==> config.mk <==
export PLATFORM = sky130hd
export DESIGN_NAME = uart_reg_master
export DESIGN_NICKNAME = d
export VERILOG_FILES = /design/src/rtl/uart_reg_master_pkg.sv /design/src/rtl/uart_reg_master_to.sv /design/src/rtl/uart_reg_master.sv
export SDC_FILE = /design/constraint.sdc
export NUM_CORES = 1
export LEC_CHECK = 0
export BUFFER_PORTS_ARGS = -buffer_cell sky130_fd_sc_hd__buf_2
export CORE_ASPECT_RATIO = 1.5
export CORE_MARGIN = 10
export CORE_UTILIZATION = 44
export DETAILED_ROUTE_END_ITERATION = 8
export PLACE_DENSITY = 0.75
export SLEW_MARGIN = 25
export SYNTH_ARGS = -nofsm -noshare
export SYNTH_HDL_FRONTEND = slang
export SYNTH_SLANG_ARGS = --single-unit
==> constraint.sdc <==
create_clock -name CK_i -period 2.4 [get_ports CK_i]
set_clock_uncertainty 0.15 [all_clocks]
set_input_delay 0.24 -clock CK_i [delete_from_list [all_inputs] [get_ports CK_i]]
set_output_delay 0.24 -clock CK_i [all_outputs]
set_load 0.02 [all_outputs]
==> src/rtl/uart_reg_master_pkg.sv <==
// Shared types and constants for the UART-driven register bus master.
package uart_reg_master_pkg;

  localparam int unsigned BYTE_W     = 8;
  localparam int unsigned CMD_WR_BIT = 7;
  localparam int unsigned ST_W       = 5;

  // Bit positions of the one-hot state vector; strobes are decoded straight from these.
  localparam int unsigned IDX_IDLE  = 0;
  localparam int unsigned IDX_WDAT  = 1;
  localparam int unsigned IDX_WRITE = 2;
  localparam int unsigned IDX_READ  = 3;
  localparam int unsigned IDX_TX    = 4;

  typedef enum logic [ST_W-1:0] {
    S_IDLE  = 5'b00001,
    S_WDAT  = 5'b00010,
    S_WRITE = 5'b00100,
    S_READ  = 5'b01000,
    S_TX    = 5'b10000
  } state_e;

  function automatic int unsigned to_cnt_w(input int unsigned cyc);
    return (cyc < 1) ? 1 : $clog2(cyc + 1);
  endfunction

endpackage

==> src/rtl/uart_reg_master_to.sv <==
// Inter-byte timeout counter: counts enabled cycles and flags expiry of the write-data wait.
module uart_reg_master_to
  import uart_reg_master_pkg::*;
#(
  parameter int unsigned C_TO_CYC = 4095
) (
  input  logic CK_i,
  input  logic XARST_i,
  input  logic i_clr,
  input  logic i_en,
  output logic o_expire
);

  localparam int unsigned CNT_W = to_cnt_w(C_TO_CYC);
  // Expiry fires on the cycle whose increment would bring the count to C_TO_CYC-1.
  localparam int unsigned TGT   = (C_TO_CYC >= 2) ? C_TO_CYC - 2 : 0;

  logic [CNT_W-1:0] r_cnt;

  always_ff @(posedge CK_i or negedge XARST_i) begin
    if (!XARST_i) begin
      r_cnt <= '0;
    end else if (i_clr) begin
      r_cnt <= '0;
    end else if (i_en && (r_cnt != {CNT_W{1'b1}})) begin
      r_cnt <= r_cnt + CNT_W'(1);
    end
  end

  assign o_expire = (C_TO_CYC != 0) && i_en && (r_cnt == CNT_W'(TGT));

endmodule

==> src/rtl/uart_reg_master.sv <==
// Byte-stream command decoder that masters the register bank and returns read data to UART TX.
module uart_reg_master
  import uart_reg_master_pkg::*;
#(
  parameter int unsigned C_ADR_W   = 4,
  parameter int unsigned C_TO_CYC  = 4095,
  parameter int unsigned C_WR_ECHO = 0
) (
  input  logic               CK_i,
  input  logic               XARST_i,
  input  logic [BYTE_W-1:0]  RX_BYTEs_i,
  input  logic               RX_DONE_i,
  output logic [C_ADR_W-1:0] ADRs_o,
  output logic [BYTE_W-1:0]  WDATs_o,
  output logic               WT_o,
  output logic               RD_o,
  input  logic [BYTE_W-1:0]  RDATs_i,
  output logic [BYTE_W-1:0]  TX_BYTEs_o,
  output logic               TX_REQ_o,
  input  logic               TX_ACK_i,
  output logic               ERR_o
);

  state_e              r_state, w_state_d;
  logic [C_ADR_W-1:0]  r_adr, w_adr_d;
  logic [BYTE_W-1:0]   r_wdat, w_wdat_d;
  logic [BYTE_W-1:0]   r_tx_byte, w_tx_byte_d;
  logic                r_tx_req;
  logic                r_err, w_err_d;
  logic                w_cmd_ok;
  logic                w_to_clr;
  logic                w_to_en;
  logic                w_expire;

  // Bits between the address field and the R/W bit are reserved and must be zero.
  assign w_cmd_ok = ((RX_BYTEs_i[6:0] >> C_ADR_W) == 7'd0);
  assign w_to_clr = ~r_state[IDX_WDAT];
  assign w_to_en  = r_state[IDX_WDAT] & ~RX_DONE_i;

  uart_reg_master_to #(
    .C_TO_CYC (C_TO_CYC)
  ) u_to (
    .CK_i     (CK_i),
    .XARST_i  (XARST_i),
    .i_clr    (w_to_clr),
    .i_en     (w_to_en),
    .o_expire (w_expire)
  );

  always_comb begin
    w_state_d   = r_state;
    w_adr_d     = r_adr;
    w_wdat_d    = r_wdat;
    w_tx_byte_d = r_tx_byte;
    w_err_d     = 1'b0;
    unique case (r_state)
      S_IDLE: begin
        if (RX_DONE_i) begin
          if (w_cmd_ok) begin
            w_adr_d   = RX_BYTEs_i[C_ADR_W-1:0];
            w_state_d = RX_BYTEs_i[CMD_WR_BIT] ? S_WDAT : S_READ;
          end else begin
            w_err_d = 1'b1;
          end
        end
      end
      S_WDAT: begin
        if (RX_DONE_i) begin
          w_wdat_d  = RX_BYTEs_i;
          w_state_d = S_WRITE;
        end else if (w_expire) begin
          w_err_d   = 1'b1;
          w_state_d = S_IDLE;
        end
      end
      S_WRITE: begin
        w_err_d = RX_DONE_i;
        if (C_WR_ECHO != 0) begin
          w_tx_byte_d = r_wdat;
          w_state_d   = S_TX;
        end else begin
          w_state_d = S_IDLE;
        end
      end
      S_READ: begin
        w_err_d     = RX_DONE_i;
        w_tx_byte_d = RDATs_i;
        w_state_d   = S_TX;
      end
      S_TX: begin
        w_err_d = RX_DONE_i;
        if (TX_ACK_i) begin
          w_state_d = S_IDLE;
        end
      end
      default: begin
        w_state_d = S_IDLE;
      end
    endcase
  end

  always_ff @(posedge CK_i or negedge XARST_i) begin
    if (!XARST_i) begin
      r_state   <= S_IDLE;
      r_adr     <= '0;
      r_wdat    <= '0;
      r_tx_byte <= '0;
      r_tx_req  <= 1'b0;
      r_err     <= 1'b0;
    end else begin
      r_state   <= w_state_d;
      r_adr     <= w_adr_d;
      r_wdat    <= w_wdat_d;
      r_tx_byte <= w_tx_byte_d;
      r_tx_req  <= (w_state_d == S_TX);
      r_err     <= w_err_d;
    end
  end

  assign ADRs_o     = r_adr;
  assign WDATs_o    = r_wdat;
  assign WT_o       = r_state[IDX_WRITE];
  assign RD_o       = r_state[IDX_READ];
  assign TX_BYTEs_o = r_tx_byte;
  assign TX_REQ_o   = r_tx_req;
  assign ERR_o      = r_err;

endmodule

**Word-level counts from Yosys, hierarchy flattened**

Cells that the tools add are included.

- Register bits after elaboration: 39
- Input bits: 20
- Output and inout bits: 24
- Logic and storage cells: 39

- Add/subtract/negate cells: 1
- Eq/ne operators: 9
- Muxes and demuxes: 14
- Bitwise logic cells: 2
- Reductions and logical operators: 6

Operator list:

| kind | number |
|---|---|
| 5-bit two-way mux | 5 |
| 12-bit two-way mux | 2 |
| 5-bit case mux with 4 select lines | 1 |
| 12-bit by 1-bit adder with 12-bit output, second input constant | 1 |
| 12-bit equality test, second input constant | 1 |
| 12-bit inequality test, second input constant | 1 |
| 5-bit equality test, second input constant | 2 |
| 7-bit zero test | 1 |
| 5-bit by 1-bit equality test with 1-bit output, second input constant | 1 |
| 5-bit by 2-bit equality test with 1-bit output, second input constant | 1 |
| 5-bit by 3-bit equality test with 1-bit output, second input constant | 1 |
| 5-bit by 4-bit equality test with 1-bit output, second input constant | 1 |
| 1-bit two-way mux | 4 |
| 4-bit two-way mux | 1 |
| 1-bit case mux with 3 select lines | 1 |
| 3-bit AND reduction | 1 |
| 3-bit OR reduction | 1 |
| 1-bit logical AND | 2 |
| 2-bit by 1-bit inequality test with 1-bit output, second input constant | 1 |
| 2-bit AND reduction | 1 |
| 1-bit AND | 1 |
| 1-bit NOT | 1 |

**Longest topological paths before layout**

Gate-level depths: netlist of run 1.

- Depth after elaboration: 7
- Depth in mapped cells: 6
- Mapped depth without buffers: 6

**By module**

A second synthesis of run 1 with hierarchy kept.

- Cell total of the unflattened synthesis: 158
- Area, all modules: 1891.8 µm²

By module, submodules not included:

| module | instances | cells each | area each (µm²) | seq. area each (µm²) |
|---|---|---|---|---|
| uart_reg_master | 1 | 83 | 1141.1 | 676.9 |
| uart_reg_master_to | 1 | 75 | 750.7 | 300.3 |

**Worst setup path before layout of run 1**

OpenSTA, ideal clock, no wires.

- Path type: register to register
- From: register r_state[3]
- To: register r_adr[0] (netlist: ADRs_o[0])
- Library setup time: 0.125 ns
- Arrival time: 1.506 ns
- Required time: 2.125 ns
- Setup slack: 0.619 ns
- Cell stages (with the launch flop): 5
- Buffers on the path: 0
- Period minus slack after synthesis: 1.781 ns
- Cells stage by stage: dfrtp_1 -> nor3_2 -> nand3_1 -> nor2_2 -> mux2_2

- Word-level cells in the longest chain between the ends: 2

RTL lines:

| item | line | text |
|---|---|---|
| from (decl) | uart_reg_master.sv:24 | `state_e r_state, w_state_d;` |
| from (signal assigned) | uart_reg_master.sv:111 | `r_state <= w_state_d;` |
| 5-bit by 1-bit equality test with 1-bit output | uart_reg_master.sv:56 | `unique case (r_state)` |
| 3-bit AND reduction (no line) | -- |  |
| to (signal assigned) | uart_reg_master.sv:112 | `r_adr <= w_adr_d;` |
| to (decl) | uart_reg_master.sv:25 | `logic [C_ADR_W-1:0] r_adr, w_adr_d;` |

No other way between the ends.
A chain may end at the register's enable or synchronous reset.

**Worst setup path after layout of run 1**

- From: register r_state[3]
- To: register r_adr[1] (netlist: ADRs_o[1])

Same word-level chain as after synthesis.

==> impl.org, run 1 <==
** Pwr
- The worst-case IR drop observed on VDD is 593.4 µV.
- In this run the static leakage power is 1.030 nW.
- P per Cell Area :: between 800 and 900 nW/µm²

** Run status
- Status :: finished clean

** Synthesis
- Synth Flop Type :: dfrtp_1
- For this run, the number of Yosys warnings is 0.
- Instance count of the mapped netlist :: 155
- Async set or reset register ratio after synthesis :: 100.0%
- Flip-flop and latch count after synthesis :: 39
- Distinct cells, synth :: 41
- The cell area that synthesis handed to floorplanning was 1800 µm².
- Proportion of synthesized chip area in sequential cells :: a little over half
- Yosys mapped a number of flops with a built-in enable equal to 0.
- Post-Synthesis Net Count :: approximately 180
- Averaged over all synthesized cells, the footprint is 11.62 µm².

** Flow run
- Number of max-cap violations :: 0

** CTS
- CTS tree :: yes
- Total clock buffers created by CTS :: 5
- Sinks on the clock net :: 39
- CTS clock-pin slew for the worst setup and hold paths :: 0.07 ns
- Root buffer cell :: clkbuf_8
- H-tree depth :: 2
- CTS max path bufs :: 2
- At the later pin of the worst-skew pair, clock insertion delay measures 0.29 ns.

** Die
- The die is 72.23 µm wide.
- The initial utilization of the core area, before any placement, comes to 45.48%.
- Chip height :: 98.35 µm
- Num ports :: 44
- Core area :: between 3000 and 4000 µm²
- Overall die area :: 7103 µm²
- Num rows :: 28

** Global route
- Entering global routing, the biggest net connects 40 pins.
- Global-route wire length before repair :: 6.354 mm
- The initial antenna violation count was 0.
- Met2 layer usage reported by global route :: 17.56%
- Met3 track utilization from global routing :: 4.965%
- Met1 layer usage reported by global route :: between 10% and 20%
- Most utilized layer in the global route result :: met2
- The total overflow left after global routing is 0.
- Via count of the first global-routing pass :: 1433
- For this run, the total global-route usage over all layers was measured as 10.94%.

** Final layout
- Finished layout cell area :: 2183 µm²
- The area growth from synthesis to layout is 21.26%.
- Number of inserted diodes :: 0
- Most frequent cells in the layout :: buf_2, dfrtp_1, mux2_2
- Leaving out fill and tap cells, the most frequent cell in the layout is buf_2.
- In the final design database the tool counted 225 nets.
- Layout cell share with drive strength beyond 1 :: 39.22%

** Hold path
- Min-delay worst type :: in2reg
- Start point of the worst min-delay path :: RDATs_i[4]

** Critical path
- In this run the worst path has a maximum fanout of 6.
- The startpoint identified for the worst register-to-register timing path is r_state[3].
- CP endpoint kind :: flop
- WP data required :: between 2 and 2.5 ns
- Startpoint class of the critical path :: flop
- The most critical setup path has its startpoint at r_state[3].
- Type of the worst setup path :: reg2reg
- At the worst endpoint, the arrival time is around 1.9 ns.

** Detailed routing
- Using the TritonRoute via totals, the vias-per-cell ratio works out to around 5.4.
- In the routed design, unresolved DRC markers number 0.
- For this block, the routed nets add up to between 3 and 4 mm of wire.
- After the first detailed-routing iteration, the DRC count stood at 37.
- The count of nets left with antenna violations once routing finished came out at 0.
- Total iterations of the first detailed-routing run :: 4
- In the final routed layout, each cell accounts on average for 15.34 µm.
- Total number of vias :: 1357

** Timing
- The max-slew violation total from the final report was 0.
- Endpoints failing hold :: 0
- Final setup fails :: 0
- Derived from the worst setup path, the maximum achievable clock frequency is between 500 and 600 MHz.
- Slew headroom :: a little under half
- For the finished layout, the period the worst path requires is 1.849 ns.
- The worst path uses 77.03% of the clock period.
- Setup repair after global routing left no endpoint under its margin.
- Measured slew at the worst slew-check pin :: 0.8230 ns
- Aggregate negative setup slack :: 0 ns

** Placed design
- The count of buffers added on input and output ports is 43.
- The wire-length estimate of the detail-placed layout is 2.953 mm.
- Routability-driven placement finished with a final weighted congestion of 0.8060.
- After detailed placement, the total cell area comes to approximately 2100 µm².
routing by layer:
| metal | share of wire [%] | vias up |
|---|---|---|
| li1 | - | 657 |
| met1 | 42 | 662 |
| met2 | 50 | 32 |
| met3 | 6.3 | 6 |
| met4 | 1.4 | 0 |
| met5 | 0 | - |
cell families after synthesis:
family	count (synthesis)	share of synthesized area [%]
buffers and inverters	15	3.335
adder cells (fa/ha/maj)	2	1.390
XOR/XNOR	4	1.946
multiplexers	20	12.51
AO/OA/AOI/OAI	30	11.12
flip-flops	39	54.27
AND/OR/NAND/NOR	45	15.43
power by group:
part | internal (mW) | switching (mW) | total (mW)
registers | 0.780 | 0.0584 | 0.839
logic | 0.191 | 0.273 | 0.464
clock network | 0.310 | 0.231 | 0.541
area by class of cell:
class	instances	area [µm²]
tap	45	56.30
fill	352	1775
clock buffer	6	72.57
timing repair buffer	45	235.2
multi-input combinational	101	763.2
inverter	11	41.29
sequential	39	977.2
clock inverter	2	37.54
critical path: stages, from the launching register on:
cell     delay, ns
dfrtp_1       0.44
nor3_2        0.30
nand3_1       0.21
nor2_2        0.27
mux2_2        0.36
timing repair:
action,CTS,global route
hold buffers,2,0
gates resized for setup,0,0
buffers inserted,0,0
setup endpoints to repair,0,0
endpoints found under the hold margin,39,0
synth_stat cells (all sizes together), types with 2 or more instances:
master,n,area [µm²]
o31ai,2,15.01
buf,3,15.01
nand2,4,15.01
inv,10,37.54
nand2b,2,12.51
xnor2,3,26.28
nor2,10,40.04
or3,4,26.28
nand3,6,30.03
and4,2,17.52
and3b,2,17.52
o21ai,11,55.05
dfrtp,38,950.9
a211oi,2,20.02
a21oi,7,35.03
nor3,4,30.03
nand4,6,43.79
ha,2,25.02
mux2,20,225.2
worst paths after layout:
check	end	slack, ns	cells past startpoint
worst max-delay path	ADRs_o[1]	0.55	4
worst min-delay path	TX_BYTEs_o[4]	0.03	2
worst max register to register	ADRs_o[1]	0.55	4
worst min register to register	TX_BYTEs_o[1]	0.36	1
max in group asynchronous	u_to.r_cnt[9]	1.15	2
min in group asynchronous	u_to.r_cnt[0]	0.43	2
registers in the layout, indices dropped and copies added (netlist names):
signal,cells
WDATs_o,8
TX_BYTEs_o,8
u_to.r_cnt,12
TX_REQ_o,1
r_state,5
ERR_o,1
ADRs_o,4
through the flow:
step	hold slack (ns)	power (mW)	setup WS (ns)	util [%]	cells
after detailed placement	0.2523	1.324	0.5533	51.86	239
after global routing	0.02097	1.942	0.4387	55.15	249
after floorplan	-0.2056	1.139	0.6191	-	155
after global placement	0.2454	1.314	0.6017	51.86	239
after CTS	0.02342	1.871	0.5401	55.15	249
final	0.02608	1.844	0.5513	55.15	249
Note: power is estimated with default switching activity, not from simulation.
==> run 2: changes to the inputs <==
==> constraint.sdc (replaced) <==
create_clock -name CK_i -period 1.9 [get_ports CK_i]
set_clock_uncertainty 0.15 [all_clocks]
set_input_delay 0.19 -clock CK_i [delete_from_list [all_inputs] [get_ports CK_i]]
set_output_delay 0.19 -clock CK_i [all_outputs]
set_load 0.02 [all_outputs]
==> impl.org, run 2 (same netlist as run 1, synthesis figures left out) <==
** Run status
- The flow ran to the end, and the final reports show no timing, DRC or antenna violations.

** Critical path
- STA classifies the critical path startpoint as a flop.
- The signal on the critical path passes through nor3_2 > nand3_1 > nor2_4 > mux2_2.
- Crit path largest cell delay :: 0.44 ns (about the same)
- Among cell families on the critical path, the largest total delay comes from simple AND/OR/NAND/NOR gates.
- Among all stages on the critical path, the largest delay is contributed by dfrtp_1.
- The arrival time of the worst setup path came to 1.79 ns (-0.09 ns).
- Max Fanout on Critical Path :: 6 (unchanged)
- The worst setup path is of the reg2reg kind.
- R2r startpoint :: r_state[3]
- Start point of the critical path :: r_state[3]
- The reg2reg setup slack came to 0.13 ns (-0.42 ns).
- The sum of buffers and inverters on the critical path came to 0 (unchanged).
- Following the worst setup path forward leads to its endpoint at ADRs_o[0].
- The data required time at the worst endpoint is 1.92 ns (-0.51 ns).
- The worst setup path is captured at a flop.
- The endpoint identified for the worst register-to-register timing path is ADRs_o[0].
- The worst reg2reg path depth was 4 (unchanged).
- Logic depth of the worst path, buffers included :: 4 (unchanged)

** Flow run
- Number of max-cap violations :: 0 (unchanged)

** Final layout
- The layout cell share with drive strength beyond 1 was 37.39% (-1.8 points).
- Layout Area Growth over Synthesis :: 29.40%
- Final design utilization :: 58.85% (+3.7 points)
- Number of flip-flops under the largest register name :: 12 (unchanged)
- Leaving out fill and tap cells, the most frequent cell in the layout is buf_2.
- The number of nets at the end of the flow was 243 (+8.0%).
- Most frequent cells in the layout :: buf_2, dfrtp_1, mux2_2
- Counting flops per register, the top entry is u_to.r_cnt.
- Number of inserted diodes :: 0 (unchanged)

** Die
- The overall die height came to 98.35 µm (unchanged).
- Starting density of the core :: 45.48% (unchanged)
- The die outline width came to 72.23 µm (unchanged).
- The placeable core area was 3959 µm² (unchanged).
- Num rows :: 28 (unchanged)
- The number of top-level design ports came to 44 (unchanged).
- The area enclosed by the die boundary was 7103 µm² (unchanged).

** Detailed routing
- Total iterations of the first detailed-routing run :: 4 (unchanged)
- The residual DRC count is 0 (unchanged).
- The detailed router's first-iteration violation count is 31 (-16%).
- Wirelength, routed :: 4.272 mm (+12%)
- Wire length per cell after detailed routing :: 16.00 µm (+4.3%)
- DR vias/cell :: 5.296 (-2.8%)
- The total number of vias came to 1414 (+4.2%).
- The count of nets left with antenna violations after detail routing came to 0 (unchanged).

** CTS
- Sinks on the clock net :: 39 (unchanged)
- H-tree depth :: 2 (unchanged)
- CTS tree :: yes
- Post-CTS setup-driven buffer insertion count :: 0 (unchanged)
- Root buffer cell :: clkbuf_8
- The latest clock arrival within the worst-skew pair is 0.29 ns (about the same).
- CTS max path bufs :: 2 (unchanged)
- The clock-pin slew reported for the worst setup and hold paths after clock tree synthesis came to 0.07 ns (about the same).
- Total clock buffers created by CTS :: 5 (unchanged)

** Timing
- The worst max-slew margin expressed relative to the limit came to 67.85% (+23 points).
- Final setup fails :: 0 (unchanged)
- RSZ-0062 raised after global routing :: false
- The upper clock frequency limit came to 565.4 MHz (+4.5%).
- The slew at the pin with the worst max-slew slack is 0.4823 ns (-0.3407 ns).
- The max-slew violation total from the final report was 0 (unchanged).
- Aggregate negative setup slack :: 0 ns (unchanged)
- Endpoints failing hold :: 0 (unchanged)
- The minimum period implied by the final worst setup slack is 1.769 ns (-0.08013 ns).
- Final worst path period share :: 93.08% (+16 points)

** Global route
- Number of antenna violations at the first check in global routing :: 0 (unchanged)
- Global-route wire length before repair :: 7.376 mm (+16%)
- Via count of the first global-routing pass :: 1579 (+10%)
- The largest net degree at the start of global routing came to 40 (unchanged).
- Total global routing track utilization :: 12.61% (+1.7 points)
- Gr ovfl total :: 0 (unchanged)

** Pwr
- The leakage power total was 1.098 nW (+6.6%).
- The ratio of total power to cell area came to 964.3 nW/µm² (+14%).
- The largest vdd supply drop came to 695.9 µV (+17%).

** Placed design
- The number of input and output port buffers inserted was 43 (unchanged).
- The final weighted congestion in routability-driven placement was 0.7774 (-3.5%).
- The sum of net half-perimeters after detailed placement came to 2.991 mm (+1.3%).

** Hold path
- Min-delay worst type :: in2reg
## run 2: changes by cell type in the layout (fill, tap and decap cells not counted)
cell	previous run	this run
nor2_2	1	0
buf_4	0	4
bufinv_16	1	0
clkinvlp_4	1	0
dlygate4sd3_1	2	16
nor2_4	0	1
clkbuf_1	1	2
clkinv_2	0	1
## run 2: worst min path at each step
stage	startpoint	endpoint	slack, ns	cells after the start
finish	RX_BYTEs_i[2]	ADRs_o[2]	0.007	2
global route	RX_BYTEs_i[2]	ADRs_o[2]	0.01	2
CTS	RX_BYTEs_i[2]	ADRs_o[2]	0.0005	2
detailed placement	XARST_i	u_to.r_cnt[6]	0.12	2
global placement	XARST_i	u_to.r_cnt[6]	0.12	2
floorplan	XARST_i	ADRs_o[0]	-0.26	0
## run 2: worst reg2reg max path, delay by kind of cell, from the launching register on
kind,cells,cell delay (ns)
AND/OR/NAND/NOR,3,0.70
flip-flops,1,0.44
multiplexers,1,0.36
## run 2: metrics by stage
stage / hold slack, ns / cells / total power, mW / area, µm² / worst slack, ns
5_1_grt: 0.009548 / 267 / 2.369 / 2330 / 0.0002738
4_1_cts: 0.0005421 / 267 / 2.260 / 2325 / 0.1072
3_3_place_gp: 0.1198 / 243 / 1.679 / 2083 / 0.1796
6_report: 0.007064 / 267 / 2.247 / 2330 / 0.1314
3_5_place_dp: 0.1247 / 243 / 1.697 / 2083 / 0.1134
2_1_floorplan: -0.2556 / 155 / 1.439 / 1800 / 0.1191
## run 2: area by class of cell
| cell class | count | area, µm² |
|---|---|---|
| Clock buffer | 7 | 76.32 |
| Multi-Input combinational cell | 101 | 768.2 |
| Sequential cell | 39 | 977.2 |
| Timing Repair Buffer | 63 | 405.4 |
| Clock inverter | 1 | 5.005 |
| Fill cell | 339 | 1629 |
| Tap cell | 45 | 56.30 |
| Inverter | 11 | 41.29 |
## run 2: repair_timing
action,CTS,global route
setup endpoints to repair,0,3
hold buffers,16,0
hold endpoints to repair,56,0
resized for setup,0,1
## run 2: report_power, final
group          internal [mW]  total [mW]  switching, mW
logic                  0.275       0.645          0.370
registers              0.986        1.06         0.0772
clock network          0.258       0.538          0.281
## run 2: metal layers
metal	global-route usage, %	vias to the layer above	part of all wire, %
met3	5.066	8	7.4
li1	-	692	-
met2	22.89	39	53
met5	0	-	0
met4	4.036	0	1.4
met1	12.39	675	38
==> run 3: changes to the inputs <==
--- a/config.mk
+++ b/config.mk
@@ -5,12 +5,13 @@
 export SDC_FILE = /design/constraint.sdc
 export NUM_CORES = 1
 export LEC_CHECK = 0
+export ABC_AREA = 1
 export BUFFER_PORTS_ARGS = -buffer_cell sky130_fd_sc_hd__buf_2
 export CORE_ASPECT_RATIO = 1.5
 export CORE_MARGIN = 10
 export CORE_UTILIZATION = 44
 export DETAILED_ROUTE_END_ITERATION = 8
-export PLACE_DENSITY = 0.75
+export PLACE_DENSITY = 0.74
 export SLEW_MARGIN = 25
 export SYNTH_ARGS = -nofsm -noshare
 export SYNTH_HDL_FRONTEND = slang
==> impl.org, run 3 <==
** CTS
- TritonCTS built the clock tree.
- The number of CTS-inserted buffers was 5 (unchanged).
- The latest clock arrival within the worst-skew pair is 0.29 ns (about the same).
- The total of hold buffers inserted after clock tree synthesis was 11 (-5).
- CTS max path bufs :: 2 (unchanged)
- Gates resized, CTS repair :: 0 (unchanged)
- The post-CTS setup repair buffer count came to 0 (unchanged).
- Sinks on the clock net :: 39 (unchanged)
- The clock-pin slew reported for the worst setup and hold paths after clock tree synthesis was 0.08 ns (about the same).
- Root buffer cell :: clkbuf_8
- H-tree depth :: 2 (unchanged)

** Synthesis
- Synth Flop Type :: dfrtp_1
- The cell count after synthesis is 225 (+45%).
- The number of flops mapped to enable cells by yosys was 0 (unchanged).
- Dominant cell type by area after synthesis :: dfrtp_1
- In the post-synthesis netlist, the biggest area contributors are dfrtp_1, nand2_1, inv_1.
- Post-Synthesis Cell Area :: 2007 µm² (+11%)
- The fraction of post-synthesis cell area in the top cell type by area is 47.38% (-5.4 points).
- The number of different library cells in the post-synthesis netlist came to 28 (-32%).
- Mean area per synthesized cell :: 8.920 µm² (-23%)
- Top cells by count, synth :: nand2_1, dfrtp_1, inv_1, nand3_1, nor2_1
- Post-Synthesis Net Count :: 247 (+40%)
- Library cell with the highest instance count after synthesis :: nand2_1
- The proportion of synthesized chip area in sequential cells was 48.69% (-5.6 points).
- Async set or reset register ratio after synthesis :: 100.0% (unchanged)
- The count of state elements after synthesis was 39 (unchanged).
- The total number of yosys warnings came to 0 (unchanged).

** Global route
- Global-route wire length before repair :: 7.396 mm (+0.27%)
- The total global-route track usage is 12.14% (-0.46 points).
- Gr ovfl total :: 0 (unchanged)
- The initial antenna violation count was 0 (unchanged).
- Via count of the first global-routing pass :: 1711 (+8.4%)
- Pin count of the biggest net entering global routing :: 40 (unchanged)

** Timing
- Endpoints failing hold :: 0 (unchanged)
- The summed negative setup slack over all endpoints came to 0 ns (unchanged).
- Fmax :: 611.3 MHz (+8.1%)
- The minimum period implied by the final worst setup slack was 1.636 ns (-0.1326 ns).
- The worst hold margin is 0.005837 ns (-0.001227 ns).
- Setup repair after global routing left no endpoint under its margin.
- Final setup fails :: 0 (unchanged)
- Slew headroom :: 68.34% (+0.49 points)
- Measured slew at the worst slew-check pin :: 0.4749 ns (-0.007345 ns)
- Final worst path period share :: 86.10% (-7.0 points)
- Max-slew violations :: 0 (unchanged)
- Min setup slack post-route :: 0.2640 ns (+0.1326 ns)

** Placed design
- Weighted congestion at the end of routability-driven global placement :: 0.7918 (+1.9%)
- The sum of net half-perimeters after detailed placement was 3.329 mm (+11%).
- Total instance count after detailed placement :: 314 (+29%)
- The worst slack after detailed placement was 0.2690 ns (+0.1556 ns).
- Dpl cell area :: 2256 µm² (+8.3%)
- The number of input and output port buffers inserted is 43 (unchanged).

** Die
- Chip width :: 75.15 µm (+4.0%)
- Num rows :: 30 (+7.1%)
- The overall die height came to 102.7 µm (+4.4%).
- Overall die area :: 7719 µm² (+8.7%)
- The starting utilization of the core area was 44.93% (-0.55 points).
- Num ports :: 44 (unchanged)
- The placeable core area came to 4467 µm² (+13%).

** Detailed routing
- The residual DRC count is 0 (unchanged).
- The final routed wirelength across all metal layers was 4.269 mm (about the same).
- The post-detailed-route via-to-cell ratio is 4.835 (-8.7%).
- The detailed router's first-iteration violation count came to 66 (+110%).
- The total number of vias came to 1610 (+14%).
- The final routed wire length divided by cell count came to 12.82 µm (-20%).
- The count of nets left with antenna violations after detail routing is 0 (unchanged).
- The number of detailed-route iterations in the first pass is 4 (unchanged).

** Run status
- Status :: finished clean

** Critical path
- The reg2reg setup slack was 0.26 ns (+0.13 ns).
- Sequence of cells on the critical path :: ha_1 > nand3_1 > nor2_1 > nand3_1 > nor3_1 > nor2_1
- CP arrival :: 1.66 ns (-0.13 ns)
- The worst setup path is of the reg2reg kind.
- The sum of buffers and inverters on the critical path came to 0 (unchanged).
- STA classifies the critical path endpoint as a flop.
- The cell family contributing the most delay on the critical path is simple AND/OR/NAND/NOR gates.
- R2r startpoint :: u_to.r_cnt[1]
- Library cell contributing the largest single delay on the critical path :: dfrtp_1
- The data required time at the worst endpoint came to 1.92 ns (about the same).
- The endpoint identified for the worst register-to-register timing path is u_to.r_cnt[10].
- Logic depth of the worst path, buffers included :: 6 (+2)
- Max Fanout on Critical Path :: 4 (-2)
- STA classifies the critical path startpoint as a flop.
- Crit path largest cell delay :: 0.40 ns (-0.04 ns)
- R2r worst-path depth :: 6 (+2)

** Final layout
- The register with the most flip-flops in the final layout is u_to.r_cnt.
- Number of inserted diodes :: 0 (unchanged)
- Most frequent cells in the layout :: nand2_1, buf_2, dfrtp_1
- The number of flip-flops in the largest register was 12 (unchanged).
- Leaving out fill and tap cells, the most frequent cell in the layout is nand2_1.
- Layout cell share with drive strength beyond 1 :: 30.18% (-7.2 points)
- Final design utilization :: 54.87% (-4.0 points)
- The final instance count without filler cells is 333 (+25%).
- Layout Area Growth over Synthesis :: 22.13%
- The post-route cell area came to 2451 µm² (+5.2%).
- The number of nets at the end of the flow was 306 (+26%).

** Pwr
- Part of the power in registers :: 43.2% (-4.1 points)
- The clock share of power was 18.9% (-5.1 points).
- The total net switching power came to 1.120 mW (+54%).
- IR Drop Worst-Case VDD :: 683.1 µV (-1.8%)
- Logic pwr share :: 37.8% (+9.1 points)
- The ratio of total power to cell area was 1164 nW/µm² (+21%).
- Switching power as a share of total power :: 39.25% (+6.8 points)
- Power Internal :: 1.733 mW (+14%)
- Final Total Pwr :: 2.853 mW (+27%)
- The leakage power total came to 1.294 nW (+18%).

** Flow run
- Number of max-cap violations :: 0 (unchanged)

** Hold path
- The worst hold path begins at RX_BYTEs_i[2].
- Hold Path End :: WDATs_o[2]
- Hold path depth :: 3 (+1)
- Min-delay worst type :: in2reg
==> run 3: cell types whose count changed after synthesis, sizes merged, moves of 3 or more <==
cell	change
xnor2	-3
inv	+25
nor2	+17
nand2	+50
a21oi	-7
nand3	+16
mux2	-12
or3	-4
o21ai	+10
==> run 3: cell families (layout without fill, tap and decap cells) <==
family,after synthesis,count (layout),share of synthesized area [%]
xor+xnor,2,2,0.8730
simple gates,111,111,27.43
fa+ha+maj,2,2,1.247
flops,39,39,48.69
buf+inv,39,99,8.416
mux,8,8,5.611
compound gates,24,24,7.731
==> run 3: worst max path at each step <==
stage | endpoint | start
2_1_floorplan | WDATs_o[6] | r_state[3]
3_3_place_gp | TX_BYTEs_o[4] | r_state[1]
3_5_place_dp | TX_BYTEs_o[4] | r_state[1]
4_1_cts | u_to.r_cnt[4] | r_state[1]
5_1_grt | u_to.r_cnt[10] | u_to.r_cnt[1]
6_report | u_to.r_cnt[10] | u_to.r_cnt[1]
==> run 3: power groups by stage <==
stage                     Clock [mW]  Combinational (mW)  Sequential (mW)
final                          0.540                1.08             1.23
after global routing           0.598                1.18             1.27
after CTS                      0.549                1.11             1.23
after detailed placement           0                1.09             1.24
after global placement             0                1.06             1.24
after floorplan                    0               0.549             1.45
==> run 3: routing by layer <==
metal | up-vias | routed length, µm | GRT usage (%)
met3 | 6 | 144 | 3.372
met1 | 749 | 1746 | 12.75
li1 | 829 | - | -
met5 | - | 0 | 0
met4 | 0 | 63 | 4.735
met2 | 26 | 2315 | 21.99
==> run 3: area by class of cell <==
cell class                 count  area [µm²]
timing repair buffer          55       332.8
sequential                    39       977.2
clock buffer                   6       72.57
fill                         416        2016
tap                           48       60.06
inverter                      36       135.1
multi-input combinational    147       860.8
clock inverter                 2       12.51
==> run 3: worst min-delay path: cells and delay by family <==
kind,cells,cell delay [ns]
compound gates,1,0.06
buf+inv,2,0.16
